`src/rtl/datapath_rr_scheduler.sv`:
```
// Round-robin front end for one shared multicycle combinational datapath.
// One operand is in flight at a time. Each result returns on a valid/ready port tagged with the requester index.
module datapath_rr_scheduler #(
    parameter int NUM_REQ  = 4,
    parameter int IN_W     = 4,
    parameter int OUT_W    = 23,
    parameter int PIPE_LAT = 2,
    parameter int CNT_W    = 16,
    localparam int ID_W    = $clog2(NUM_REQ),
    localparam int LAT_W   = (PIPE_LAT > 1) ? $clog2(PIPE_LAT) : 1
) (
    input  logic                    clk,
    input  logic                    rst_n,
    input  logic [NUM_REQ-1:0]      req_valid,
    input  logic [NUM_REQ*IN_W-1:0] req_data,
    output logic [NUM_REQ-1:0]      req_ready,
    output logic [IN_W-1:0]         dp_input_data,
    input  logic [OUT_W-1:0]        dp_output_data,
    output logic                    rsp_valid,
    input  logic                    rsp_ready,
    output logic [OUT_W-1:0]        rsp_data,
    output logic [ID_W-1:0]         rsp_id,
    output logic                    busy,
    output logic [CNT_W-1:0]        txn_count,
    output logic [1:0]              dbg_state
);

    // Handshakes: a transfer happens on a rising edge where valid and ready are both high.
    // Requests may change or drop until they are accepted. Responses stay fixed while rsp_valid is high without rsp_ready.
    typedef enum logic [1:0] {
        ST_IDLE = 2'd0,
        ST_WAIT = 2'd1,
        ST_RESP = 2'd2
    } state_t;

    state_t             state_q, state_d;
    logic [ID_W-1:0]    rr_ptr_q, rr_ptr_d;
    logic [LAT_W-1:0]   wait_cnt_q, wait_cnt_d;
    logic [IN_W-1:0]    operand_q, operand_d;
    logic [ID_W-1:0]    rsp_id_q, rsp_id_d;
    logic [OUT_W-1:0]   rsp_data_q, rsp_data_d;
    logic               rsp_valid_q, rsp_valid_d;
    logic [CNT_W-1:0]   txn_count_q, txn_count_d;

    logic               grant_found;
    logic [ID_W-1:0]    grant_idx;
    logic [ID_W-1:0]    cand_idx;
    int                 cand;

    // The scan starts at rr_ptr, so the requester just served gets the lowest priority next.
    always_comb begin
        grant_found = 1'b0;
        grant_idx   = '0;
        cand        = 0;
        cand_idx    = '0;
        for (int k = 0; k < NUM_REQ; k++) begin
            cand     = (int'(rr_ptr_q) + k) % NUM_REQ;
            cand_idx = ID_W'(cand);
            if (!grant_found && req_valid[cand_idx]) begin
                grant_found = 1'b1;
                grant_idx   = cand_idx;
            end
        end
    end

    always_comb begin
        state_d     = state_q;
        rr_ptr_d    = rr_ptr_q;
        wait_cnt_d  = wait_cnt_q;
        operand_d   = operand_q;
        rsp_id_d    = rsp_id_q;
        rsp_data_d  = rsp_data_q;
        rsp_valid_d = rsp_valid_q;
        txn_count_d = txn_count_q;
        req_ready   = '0;
        case (state_q)
            ST_IDLE: begin
                if (grant_found) begin
                    req_ready[grant_idx] = 1'b1;
                    operand_d  = req_data[grant_idx*IN_W +: IN_W];
                    rsp_id_d   = grant_idx;
                    rr_ptr_d   = (grant_idx == ID_W'(NUM_REQ-1)) ? '0 : grant_idx + 1'b1;
                    wait_cnt_d = LAT_W'(PIPE_LAT-1);
                    state_d    = ST_WAIT;
                end
            end
            ST_WAIT: begin
                if (wait_cnt_q == '0) begin
                    rsp_data_d  = dp_output_data;
                    rsp_valid_d = 1'b1;
                    state_d     = ST_RESP;
                end else begin
                    wait_cnt_d = wait_cnt_q - 1'b1;
                end
            end
            ST_RESP: begin
                if (rsp_ready) begin
                    rsp_valid_d = 1'b0;
                    txn_count_d = txn_count_q + 1'b1;
                    state_d     = ST_IDLE;
                end
            end
            default: state_d = ST_IDLE;
        endcase
    end

    always_ff @(posedge clk or negedge rst_n) begin
        if (!rst_n) begin
            state_q     <= ST_IDLE;
            rr_ptr_q    <= '0;
            wait_cnt_q  <= '0;
            operand_q   <= '0;
            rsp_id_q    <= '0;
            rsp_data_q  <= '0;
            rsp_valid_q <= 1'b0;
            txn_count_q <= '0;
        end else begin
            state_q     <= state_d;
            rr_ptr_q    <= rr_ptr_d;
            wait_cnt_q  <= wait_cnt_d;
            operand_q   <= operand_d;
            rsp_id_q    <= rsp_id_d;
            rsp_data_q  <= rsp_data_d;
            rsp_valid_q <= rsp_valid_d;
            txn_count_q <= txn_count_d;
        end
    end

    assign dp_input_data = operand_q;
    assign rsp_valid     = rsp_valid_q;
    assign rsp_data      = rsp_data_q;
    assign rsp_id        = rsp_id_q;
    assign txn_count     = txn_count_q;
    assign busy          = (state_q != ST_IDLE);
    assign dbg_state     = state_q;

endmodule
```
`config.mk`:
```
export PLATFORM = sky130hd
export DESIGN_NAME = datapath_rr_scheduler
export DESIGN_NICKNAME = d
export VERILOG_FILES = /design/src/rtl/datapath_rr_scheduler.sv
export SDC_FILE = /design/constraint.sdc
export NUM_CORES = 1
export LEC_CHECK = 0
export CAP_MARGIN = 20
export CORE_UTILIZATION = 45
export DETAILED_ROUTE_END_ITERATION = 8
export GPL_TIMING_DRIVEN = 0
export MAX_ROUTING_LAYER = met4
export PLACE_DENSITY = 0.85
export SETUP_SLACK_MARGIN = 0.2
export SLEW_MARGIN = 20
export SYNTH_ARGS = -nofsm -noshare
export SYNTH_HDL_FRONTEND = slang
export SYNTH_SLANG_ARGS = --single-unit
```
`constraint.sdc`:
```
create_clock -name clk -period 4.5 [get_ports clk]
set_input_delay 0.9 -clock clk [delete_from_list [all_inputs] [get_ports clk]]
set_output_delay 0.9 -clock clk [all_outputs]
set_load 0.05 [all_outputs]
```
Yosys cells after proc, flatten, opt, wreduce, memory -nomap -nowiden --
Cells that the tools add are included.
Cells by class: reductions and logical operators 17, shift operators 1, equal/unequal tests 6, order comparisons 6, add/sub/neg operators 6, muxes and demuxes 31, bitwise logic cells 1
Operators with widths (count):
- adder 16 x 1 -> 16 bit (second input constant) | 1
- two-way mux 2 bit | 8
- variable part select 16 x 5 -> 4 bit | 1
- < comparator 2 x 3 -> 1 bit (second input constant) | 5
- two-way mux 1 bit | 13
- binary-select mux 1 bit (select 2 bit) | 4
- two-way mux 4 bit | 2
- AND reduction 2 bit | 4
- inequality test 2 bit (second input constant) | 3
- case mux 2 bit (3 select lines) | 1
- AND reduction 3 bit | 2
- nonzero test 2 bit | 3
- adder 2 x 1 -> 2 bit (second input constant) | 2
- adder 2 bit (second input constant) | 2
- == test 2 bit (second input constant) | 2
- logical AND 1 bit | 4
- case mux 1 bit (2 select lines) | 2
- logical NOT 1 bit | 3
- demux 1 bit (select 2 bit) | 1
- == test 2 x 1 -> 1 bit (second input constant) | 1
- >= comparator 2 x 1 -> 1 bit (second input constant) | 1
- logical NOT 2 bit | 1
- inverter 1 bit | 1
- subtractor 1 bit (second input constant) | 1
Storage, ports and cells: input port bits 46, flip-flop bits (word level) 51, word-level logic and storage cells 76, output and inout port bits 53

Depth between registers and ports, before layout --
depth in word-level cells 18, gate-level depth with buffers 7, mapped depth without buffers 6

Least setup slack after synthesis --
No wires, ideal clock.
kind reg-to-output, from reg state_q[0] (netlist: dbg_state[0]), to out req_ready[2], stages on the path, launching flop included 6, required time 3.600 ns, setup slack 1.142 ns, buffers on the path 1, data arrival time 2.458 ns, path through dfrtp_1 -> or2_2 -> or2_1 -> clkbuf_2 -> nor3_4 -> nor2b_1
Between the ends: longest elaborated chain between the ends 2
RTL lines:
- start: declaration | line 36 | state_t state_q, state_d;
- start signal: assignment | line 118 | state_q <= state_d;
- logical NOT 2 bit | line 76 | case (state_q)
- two-way mux 4 bit | line 76
- end: declaration | line 16 | output logic [NUM_REQ-1:0] req_ready,
No other way between the ends.

Worst setup path in the final report --
from in req_valid[3], to out req_ready[3]
Between the ends: longest elaborated chain between the ends 18, elaborated cells on any way between the ends 29, those cells by class order compare: 2; mux: 20; reduce/logical: 7
RTL lines:
- start: declaration | line 14 | input logic [NUM_REQ-1:0] req_valid,
- binary-select mux 1 bit (select 2 bit) | line 59 | if (!grant_found && req_valid[cand_idx]) begin
- two-way mux 1 bit (implied by the code) | line 59
- two-way mux 1 bit | line 59
- logical NOT 1 bit | line 59
- logical AND 1 bit | line 59
- two-way mux 1 bit | line 59
- logical NOT 1 bit | line 59
- logical AND 1 bit | line 59
- [2 not listed]
- logical AND 1 bit | line 59
- two-way mux 2 bit | line 59
- < comparator 2 x 3 -> 1 bit (implied by the code) / >= comparator 2 x 1 -> 1 bit (equally long branches) | line 79 | req_ready[grant_idx] = 1'b1;
- logical AND 1 bit (implied by the code) | line 79
- two-way mux 1 bit (implied by the code) | line 79
- demux 1 bit (select 2 bit) | line 79
- two-way mux 4 bit * | line 78 | if (grant_found) begin
- two-way mux 4 bit * | line 76
Mark *: on every way between the ends. The rest lies on a longest branch, timed or not. The select of a mux whose other input is x is not followed.

==> qor.yml <==
worst_setup_path:
  setup.worst_path.start_class: "input pin"
  critical_path_required_ns: 3.60
  end_kind: "output port"
  cp_max_fo: 8
  path_class: "in2out"
  crit_arrival_ns: 3.24
min_path:
  hp-class: "reg2reg"
clocking:
  cts_max_level: 2
  cts_setup_buffers: 0
  postCtsHoldBufs: 0
  clk_pin_slew_ns: 0.09
  numCtsBuffers: 5
  cts_root_buffer: "clkbuf_8"
  cts.sinks: 51
  clk_latency_ns: 0.29
  clk_path_buf_depth: 2
  cts_tree: "yes"
die:
  dieArea_um2: 5390
  dieHeight_um: 73.4
  row_count: 25
  fp.dieW_um: 73.4
  initial_core_util_pct: 47.6
  num_io_pins: 99
  core_um2: 4820
final_layout:
  drive_above_1_share_pct: 14.7
  nFillCells: 388
  num_antenna_cells: 0
  nets: 340
  syn_to_final_growth_pct: 51.5
timing:
  tightest_slew_ns: 0.616
  setup_tns_ns: 0
  rsz0062_at_grt: "false"
  drv_slew: 0
  skew_ns: 0.00798
  relSlewSlack_pct: 58.9
  holdWs_ns: 0.480
  finalCriticalPeriod_ns: 4.14
  finalCritPeriodShare_pct: 92.0
  fmax_ghz: 0.242
  setup_viol: 0
  final_hold_viol_count: 0
synth:
  ys.flop_type: "dfrtp_1"
  postSynthCellCount: 187
  yosysMostFrequentCell: "dfrtp_1"
  synthArstFlopShare_pct: 100
  synth_edf_count: 0
  ys_ff_latch: 51
  synth_cell_types: 40
  synth_seq_area_share_pct: 55.6
  synthDominantCellAreaShare_pct: 55.6
  synth_area_leaders: "dfrtp_1, mux2_2, xnor2_1"
  syn-num-nets: 235
  synth_common_cells: "dfrtp_1, mux2_2, nor2_1"
  yosysTopAreaCell: "dfrtp_1"
  ys_warn_count: 0
  syn_area_um2: 2290
  synth_area_per_cell_um2: 12.3
power_and_ir_drop:
  peakVddDrop_mv: 0.474
  totalPowerFinal_uw: 2610
  p_per_area_nw_per_um2: 750
  p_leak_uw: 0.00145
placed_design:
  gp_congestion: 0.805
  dpl.hpwl_um: 3690
  io_buffer_count: 98
global_route:
  grt_pass1_vias: 1779
  grtUsageMet2_pct: 33.7
  grt_pass1_wl_um: 7890
  grt_use_total_pct: 19.6
  busiest_layer: "met2"
  grt_max_degree: 52
  overflow: 0
  grt_use_met1_pct: 23.3
  grt_use_met3_pct: 4.39
  antenna_found_initial: 0
routing:
  via_per_inst: 5.02
  detail_route.iter0.violations: 62
  avgRoutedWirePerCell_um: 13.4
  vias: 1808
  wl_um: 4830
  antenna_left: 0
  drc: 0
  dr.pass1.iters: 4
flow_run:
  maxCapViolCount: 0
outcome:
  status: "finished clean"
-- flip-flops by register name (all words and copies together) (netlist names) --
signal,flops
rr_ptr_q,2
rsp_valid,1
dp_input_data,4
txn_count,16
wait_cnt_q,1
dbg_state,2
rsp_id,2
rsp_data,23
-- final timing paths --
kind / start / to / slack [ns] / cells after the start
min in group asynchronous: rst_n / txn_count[13]$_DFFE_PN0P_ / 0.62 / 1
min reg2reg: rsp_id[1]$_DFFE_PN0P_ / rsp_id[1]$_DFFE_PN0P_ / 0.48 / 1
min: rsp_id[1]$_DFFE_PN0P_ / rsp_id[1]$_DFFE_PN0P_ / 0.48 / 1
max in group asynchronous: rst_n / rsp_data[0]$_DFFE_PN0P_ / 3.47 / 1
max: req_valid[3] / req_ready[3] / 0.36 / 8
max reg2reg: dbg_state[1]$_DFFE_PN0P_ / rsp_data[7]$_DFFE_PN0P_ / 2.60 / 4
-- power breakdown --
group	internal [µW]	switching [µW]
sequential	636	123
clock	166	142
combinational	594	945
-- placed cells by master (no fill, tap or decap), types with 2 or more instances in the layout --
master / count
a211oi_1: 6
a21boi_0: 4
a21o_1: 3
a21oi_1: 2
and4_1: 2
buf_2: 2
clkbuf_8: 5
clkdlybuf4s50_1: 97
dfrtp_1: 51
ha_1: 2
inv_1: 2
mux2_2: 23
mux2i_1: 5
nand2_1: 15
nand2b_1: 4
nand3_1: 5
nand4_1: 4
nor2_1: 17
nor2b_1: 2
o21ai_0: 2
xnor2_1: 12
xor2_1: 3
-- what timing repair did --
action,CTS,global route
gates resized for setup,0,1
setup endpoints to repair,0,3
endpoints found under the hold margin,0,0
-- critical path, cell delays in order --
cell and delay [ns]:
clkdlybuf4s50_1 0.56, mux2i_1 0.15, a2bb2oi_4 0.23, and2_4 0.19, buf_12 0.12, ha_1 0.16, and2_1 0.13, clkdlybuf4s50_1 0.81
-- per-layer routing --
layer  share of wire (%)  up-vias
met5                   0        -
met4                0.43        0
met3                 5.5        2
met2                  51       60
met1                  43      881
li1                    -      865
-- metrics by stage --
stage / area [µm²] / instances / utilization (%) / setup slack, ns
after global placement: 3360 / 352 / 69.7 / 0.319
after floorplan: 2290 / 187 / - / 1.14
after detailed placement: 3360 / 352 / 69.7 / 0.276
final: 3480 / 360 / 72.2 / 0.360
after global routing: 3480 / 360 / 72.2 / 0.242
after CTS: 3470 / 360 / 72.0 / 0.270
-- layout make-up --
cell class / instances / area [µm²] / share of cell area [%]
Buffer: 4 / 35.0 / 1.01
Clock buffer: 5 / 68.8 / 1.98
Clock inverter: 3 / 43.8 / 1.26
Inverter: 2 / 7.51 / 0.216
Multi-Input combinational cell: 130 / 982 / 28.3
Sequential cell: 51 / 1280 / 36.7
Tap cell: 67 / 83.8 / 2.41
Timing Repair Buffer: 98 / 978 / 28.1
-- kinds of logic (layout without fill, tap and decap cells) --
kind of cell	after synthesis	in the layout	share of synthesized area (%)
flip-flops	51	51	55.6
AND/OR/NAND/NOR	61	61	13.8
adder cells (fa/ha/maj)	2	2	1.09
buffers and inverters	6	112	1.85
AO/OA/AOI/OAI	24	24	8.45
XOR/XNOR	15	15	5.73
multiplexers	28	28	13.5
No activity file was read; power rests on OpenSTA's default activity.
